$ cat src/rtl/phy_rx_pkg.sv
// -----------------------------------------------------------------------------
// phy_rx_pkg
//
// Shared definitions for the PHY RX lane front end.
//
// Contents:
//    RX_WIDTH        bits per parallel word
//    RX_CNT_W        width of the bit-position counter (log2 of RX_WIDTH)
//    RX_COMMA        alignment / idle symbol (K28.5-style comma byte)
//    RX_COMMA_COUNT  consecutive aligned commas needed before data flows
//    rx_state_t      alignment state machine encoding
//
// No ports; this file only provides types and constants.
// -----------------------------------------------------------------------------
package phy_rx_pkg;

   localparam int RX_WIDTH = 8;

   localparam int RX_CNT_W = 3;

   localparam logic [RX_WIDTH-1:0] RX_COMMA = 8'hBC;

   localparam int RX_COMMA_COUNT = 4;

   // The encodings are fixed so other blocks can decode a probed state value
   // without depending on tool-chosen state assignment.
   typedef enum logic [1:0] {
      SEARCH = 2'd0,
      SYNC   = 2'd1,
      ACTIVE = 2'd2
   } rx_state_t;

endpackage : phy_rx_pkg

$ cat src/rtl/rx_shift_reg.sv
// -----------------------------------------------------------------------------
// rx_shift_reg
//
// Serial-in shift register for the RX alignment front end. Every clock the
// newest serial bit is appended at the LSB end, so the stream arrives MSB
// first. The candidate word "cand" is the register contents combined with the
// bit currently on data_in, which lets the parent compare a full word against
// the comma in the same cycle its last bit is sampled.
//
// Ports:
//    clk_32f  in   serial bit clock, rising edge
//    reset    in   asynchronous, active-low
//    data_in  in   serial bit
//    cand     out  WIDTH-bit candidate word {older bits, data_in}
// -----------------------------------------------------------------------------
module rx_shift_reg
   import phy_rx_pkg::*;
#(
   parameter int WIDTH = RX_WIDTH
) (
   input  logic             clk_32f,
   input  logic             reset,
   input  logic             data_in,
   output logic [WIDTH-1:0] cand
);

   // Only WIDTH-1 older bits are stored. The oldest bit of cand would be
   // shifted out on the next edge anyway, so keeping it would be a dead flop.
   logic [WIDTH-2:0] shift;

   // The candidate is purely combinational so the parent sees the word ending
   // in the bit being sampled right now.
   assign cand = {shift, data_in};

   // The register shifts unconditionally in every alignment state; the parent
   // decides what to do with the word, this block never stalls.
   always_ff @(posedge clk_32f or negedge reset) begin
      if (!reset) begin
         shift <= '0;
      end else begin
         shift <= cand[WIDTH-2:0];
      end
   end

endmodule : rx_shift_reg

$ cat src/rtl/serial_paralelo_rx_sync.sv
// -----------------------------------------------------------------------------
// serial_paralelo_rx_sync
//
// Upstream stage of the PHY RX lane demux. It takes the serial stream at
// clk_32f, hunts for the comma symbol to find byte alignment, and declares the
// link active after COMMA_COUNT consecutive commas seen on word boundaries.
// Once active it emits one parallel word every WIDTH clocks with a one-cycle
// strobe. Idle commas are still strobed out but with valid_out low, so the
// downstream demux only consumes real data.
//
// Ports:
//    clk_32f      in   serial bit clock; all logic on rising edge
//    reset        in   asynchronous, active-low (0 = reset)
//    data_in      in   serial bit, MSB of each word first
//    data_out     out  last assembled word, held between strobes
//    word_strobe  out  one-cycle pulse when data_out updates
//    valid_out    out  word on data_out is data (not a comma); held
//    active       out  alignment locked, words are flowing
// -----------------------------------------------------------------------------
module serial_paralelo_rx_sync
   import phy_rx_pkg::*;
#(
   parameter int                WIDTH       = RX_WIDTH,
   parameter logic [WIDTH-1:0]  COMMA       = RX_COMMA,
   parameter int                COMMA_COUNT = RX_COMMA_COUNT,
   parameter int                CNT_W       = RX_CNT_W
) (
   input  logic             clk_32f,
   input  logic             reset,
   input  logic             data_in,
   output logic [WIDTH-1:0] data_out,
   output logic             word_strobe,
   output logic             valid_out,
   output logic             active
);

   // The comma counter must be able to hold COMMA_COUNT itself.
   localparam int CC_W = (COMMA_COUNT < 2) ? 1 : $clog2(COMMA_COUNT + 1);

   // Bit position of the last bit in a word; the counter wraps here.
   localparam logic [CNT_W-1:0] CNT_LAST = CNT_W'(WIDTH - 1);

   // Comma count at which one more boundary comma completes alignment.
   localparam logic [CC_W-1:0] COMMA_LAST = CC_W'(COMMA_COUNT - 1);

   rx_state_t          state;
   rx_state_t          state_nxt;
   logic [CNT_W-1:0]   bit_cnt;
   logic [CNT_W-1:0]   bit_cnt_nxt;
   logic [CC_W-1:0]    comma_cnt;
   logic [CC_W-1:0]    comma_cnt_nxt;
   logic [WIDTH-1:0]   data_nxt;
   logic               strobe_nxt;
   logic               valid_nxt;

   logic [WIDTH-1:0]   cand;
   logic               cand_is_comma;
   logic               at_boundary;

   rx_shift_reg #(
      .WIDTH   (WIDTH)
   ) u_shift (
      .clk_32f (clk_32f),
      .reset   (reset),
      .data_in (data_in),
      .cand    (cand)
   );

   // The counter value describes the bit being sampled this cycle, so a
   // value of WIDTH-1 means cand holds a complete, aligned word.
   assign cand_is_comma = (cand == COMMA);
   assign at_boundary   = (bit_cnt == CNT_LAST);

   // Decoded straight from the registered state, so it rises the cycle after
   // the final alignment comma and drops asynchronously with reset.
   assign active = (state == ACTIVE);

   // State, counters and the output word are all registered together so the
   // strobe, word and valid flag always change on the same edge.
   always_ff @(posedge clk_32f or negedge reset) begin
      if (!reset) begin
         state       <= SEARCH;
         bit_cnt     <= '0;
         comma_cnt   <= '0;
         data_out    <= '0;
         word_strobe <= 1'b0;
         valid_out   <= 1'b0;
      end else begin
         state       <= state_nxt;
         bit_cnt     <= bit_cnt_nxt;
         comma_cnt   <= comma_cnt_nxt;
         data_out    <= data_nxt;
         word_strobe <= strobe_nxt;
         valid_out   <= valid_nxt;
      end
   end

   // Alignment state machine.
   //  SEARCH checks every bit position for a comma; the first hit fixes the
   //  word phase. SYNC only looks at word boundaries and requires the commas
   //  to keep coming back-to-back; any other word there means the first hit
   //  was a false match, so we drop back to a full search. That mismatching
   //  word is deliberately not re-tested as a new comma. ACTIVE is sticky
   //  until reset: once locked, comma-shaped patterns straddling words are
   //  just data and must not move the alignment.
   always_comb begin
      state_nxt     = state;
      bit_cnt_nxt   = bit_cnt;
      comma_cnt_nxt = comma_cnt;
      data_nxt      = data_out;
      valid_nxt     = valid_out;
      strobe_nxt    = 1'b0;

      case (state)
         SEARCH: begin
            bit_cnt_nxt   = '0;
            comma_cnt_nxt = '0;
            if (cand_is_comma) begin
               comma_cnt_nxt = CC_W'(1);
               state_nxt     = (COMMA_COUNT == 1) ? ACTIVE : SYNC;
            end
         end

         SYNC: begin
            bit_cnt_nxt = at_boundary ? '0 : bit_cnt + 1'b1;
            if (at_boundary) begin
               if (cand_is_comma) begin
                  comma_cnt_nxt = comma_cnt + 1'b1;
                  if (comma_cnt == COMMA_LAST) begin
                     state_nxt = ACTIVE;
                  end
               end else begin
                  comma_cnt_nxt = '0;
                  bit_cnt_nxt   = '0;
                  state_nxt     = SEARCH;
               end
            end
         end

         ACTIVE: begin
            bit_cnt_nxt = at_boundary ? '0 : bit_cnt + 1'b1;
            if (at_boundary) begin
               data_nxt   = cand;
               strobe_nxt = 1'b1;
               valid_nxt  = !cand_is_comma;
            end
         end

         default: begin
            state_nxt     = SEARCH;
            bit_cnt_nxt   = '0;
            comma_cnt_nxt = '0;
         end
      endcase
   end

endmodule : serial_paralelo_rx_sync

$ cat config.mk
export PLATFORM = sky130hd
export DESIGN_NAME = serial_paralelo_rx_sync
export DESIGN_NICKNAME = d
export VERILOG_FILES = /design/src/rtl/phy_rx_pkg.sv /design/src/rtl/rx_shift_reg.sv /design/src/rtl/serial_paralelo_rx_sync.sv
export SDC_FILE = /design/constraint.sdc
export NUM_CORES = 1
export LEC_CHECK = 0
export CAP_MARGIN = 20
export CELL_PAD_IN_SITES_DETAIL_PLACEMENT = 0
export CELL_PAD_IN_SITES_GLOBAL_PLACEMENT = 1
export CORE_MARGIN = 3
export CORE_UTILIZATION = 42
export DETAILED_ROUTE_END_ITERATION = 7
export PLACE_DENSITY = 0.8
export SLEW_MARGIN = 10
export SYNTH_ARGS = -nofsm -noshare
export SYNTH_HDL_FRONTEND = slang
export SYNTH_SLANG_ARGS = --single-unit
$ cat constraint.sdc
create_clock -name clk_32f -period 2.1 [get_ports clk_32f]
set_clock_uncertainty 0.1 [all_clocks]
set_input_delay 0.63 -clock clk_32f [delete_from_list [all_inputs] [get_ports clk_32f]]
set_output_delay 0.63 -clock clk_32f [all_outputs]
set_load 0.03 [all_outputs]
==> flow_summary.yaml <==
timing:
  hold_violations: 0
  max_slew.worst_pin.slew_ns: 0.317
  fmax_mhz: 488
  max_slew_margin: 0.788
  final.period_utilization: 0.975
  final-setup-viol-count: 0
  slew_violations: 0
  finalCriticalPeriod_ns: 2.05
  rsz0062_at_grt: "no"
global_routing:
  groute.usage.overall: 0.128
  number_of_antenna_violations_at_the_first_check_in_global_routing: 0
  grt_use_met2: 0.184
  grt_max_degree: 26
  grt-ovfl-total: 0
  met1_usage: 0.173
  vias_in_the_first_global_route: 702
  grt_util_met3: 0.0371
  grt_first_pass_wirelength_microns: 3080
  gr-max-usage-layer: "met2"
power_and_ir_drop:
  switching_share: 0.243
  finalPower_mw: 0.789
  clock_power_share: 0.270
  maximum_vdd_ir_drop_uv: 565
  switching_power_mw: 0.192
  power_density_nw_per_um2: 625
  p_leak_nw: 0.660
  cell_internal_pwr_mw: 0.597
  comb_power_share: 0.094
  p_seq_frac: 0.636
final_layout:
  multi_input_comb_area_sq_um: 388
  layout.cells.most_common_list: "dfrtp_1 (25), mux2_2 (9), inv_1 (8), dlygate4sd2_1 (7), ha_1 (6)"
  design_area_sq_um: 1260
  final_core_utilization: 0.550
  mostFrequentLayoutCell: "dfrtp_1"
  design.final.nets: 109
  final_layout_size_suffix_gt1_frac: 0.214
  synthToLayoutAreaGrowth_pct: 20.5
  antenna_cells: 0
  fillers: 203
  area.sequential_sq_um: 626
route:
  detail_route.first_pass.iterations: 4
  avg_vias_per_cell: 5.26
  wl_per_cell_microns: 14.2
  postRouteAntennaNets: 0
  drt_first_iter_violations: 16
  routed_wirelength_microns: 1780
  routed-via-count: 663
  drc: 0
logic_synthesis:
  syn_avg_cell_area_sq_um: 13.3
  synth-async-reset-ratio: 1.00
  mappedNetlistArea_sq_um: 1050
  postSynthCellCount: 79
  yosys_most_used_dff: "dfrtp_1"
  ys_seq_elements: 25
  mappedNetlistNets: 89
  yosys_warnings: 0
  synth_enable_flop_cells: 0
  yosys.cell_types.count: 26
  share_of_synthesized_area_occupied_by_flip_flops_and_latches: 0.597
critical_path:
  critical_path_arrival_ns: 1.32
  chain_of_cells_forming_the_critical_path: "clkdlybuf4s50_1"
  path_delay_family: "buffers and inverters"
  category_of_the_worst_setup_path_launch_point: "flip-flop"
  crit_type: "reg2out"
  crit_path_max_fanout: 1
  endpoint_kind: "primary output"
  worstPathRequired_ns: 1.37
  crit_path_max_incr_delay_ns: 0.66
  cp_buf_inv_count: 1
  cpMaxStageDelayCell: "clkdlybuf4s50_1"
floorplanning:
  design.die.area_sq_um: 3130
  die-width_microns: 55.9
  number_of_rows_in_the_core_area: 17
  fp.coreArea_sq_um: 2300
  start_util: 0.456
  die_height_microns: 55.9
  design.portCount: 14
clock_tree:
  clk_transition_reported_paths_ns: 0.14
  clkLatencyLatePin_ns: 0.31
  holdBufCountCts: 0
  tritoncts.num_buffers: 3
  clock_sink_count: 25
  clock_tree.htree_level_count: 1
  buffers_from_clock_root_to_sink_at_most: 2
  cts_tree: "built"
  cts-root-buf: "clkbuf_4"
run:
  cap_violations: 0
status:
  status: "complete, no violations"
placed_design:
  dp_hpwl_microns: 1320
  buffer_ports.inserted: 13
  routabilityCongestion: 0.811
  postPlaceCellArea_sq_um: 1210
hold_path:
  worst_hold_path_type: "reg2reg"
logic make-up after synthesis:
logic type               after synthesis  synth area share
adder cells (fa/ha/maj)                7            0.0836
flip-flops                            25             0.597
multiplexers                           9            0.0968
AND/OR/NAND/NOR                       15            0.0932
buffers and inverters                 10            0.0442
AO/OA/AOI/OAI                         13            0.0848
registers in the layout (all words and copies together) (netlist names):
signal	cells
word_strobe	1
comma_cnt	3
u_shift.shift	7
bit_cnt	3
state	2
valid_out	1
data_out	8
layer usage:
layer	share of wire	up-vias
met3	0.042	2
met4	0.011	0
li1	-	316
met1	0.47	329
met2	0.47	16
met5	0	-
timing repair:
action / in CTS / in global routing
resized for setup: 9 / 2
endpoints found under the setup margin: 8 / 3
pin swaps: 0 / 0
setup buffers: 0 / 2
stage by stage:
stage               cells  setup TNS [ns]  hold WS (ns)  worst slack (ns)
floorplan              79               0         0.234             0.202
global placement      120               0         0.283            0.0710
detailed placement    120         -0.0217         0.285           -0.0217
CTS                   124               0         0.316           0.00625
global route          126               0         0.333            0.0118
finish                126               0         0.315            0.0517
cell usage after synthesis, drive strengths merged (2+ instances only):
cell | number | share of area
a21oi | 2 | 0.0096
buf | 2 | 0.016
dfrtp | 25 | 0.60
ha | 7 | 0.084
inv | 8 | 0.029
mux2 | 9 | 0.097
nand2 | 4 | 0.014
nor2 | 2 | 0.0072
nor2b | 2 | 0.019
o21ai | 3 | 0.014
o41ai | 2 | 0.017
area by class of cell:
class                   instances  area share
clock inverters                 1     0.00595
repair buffers                 17       0.122
multi-input cells              44       0.307
inverters                       8      0.0238
well taps                      28      0.0278
clock buffers                   3      0.0178
flip-flops and latches         25       0.496
final timing paths:
kind / startpoint / end / slack [ns] / cells past startpoint
hold / removal: u_shift.shift[5]$_DFF_PN0_ / u_shift.shift[6]$_DFF_PN0_ / 0.31 / 0
hold reg to reg: u_shift.shift[5]$_DFF_PN0_ / u_shift.shift[6]$_DFF_PN0_ / 0.31 / 0
setup reg to reg: state[0]$_DFFE_PN0P_ / state[0]$_DFFE_PN0P_ / 0.22 / 5
max in group asynchronous: reset / bit_cnt[1]$_DFF_PN0_ / 1.11 / 2
setup / recovery: word_strobe$_DFF_PN0_ / word_strobe / 0.05 / 1
min in group asynchronous: reset / data_out[7]$_DFFE_PN0P_ / 0.55 / 2
power by group through the flow:
stage                     Combinational, mW  Sequential (mW)  Clock (mW)
final                                0.0743            0.501       0.213
after floorplan                      0.0432            0.509           0
after CTS                            0.0660            0.502       0.223
after global routing                 0.0832            0.503       0.245
after global placement               0.0630            0.510           0
after detailed placement             0.0651            0.511           0
Note: power is estimated with default switching activity, not from simulation.
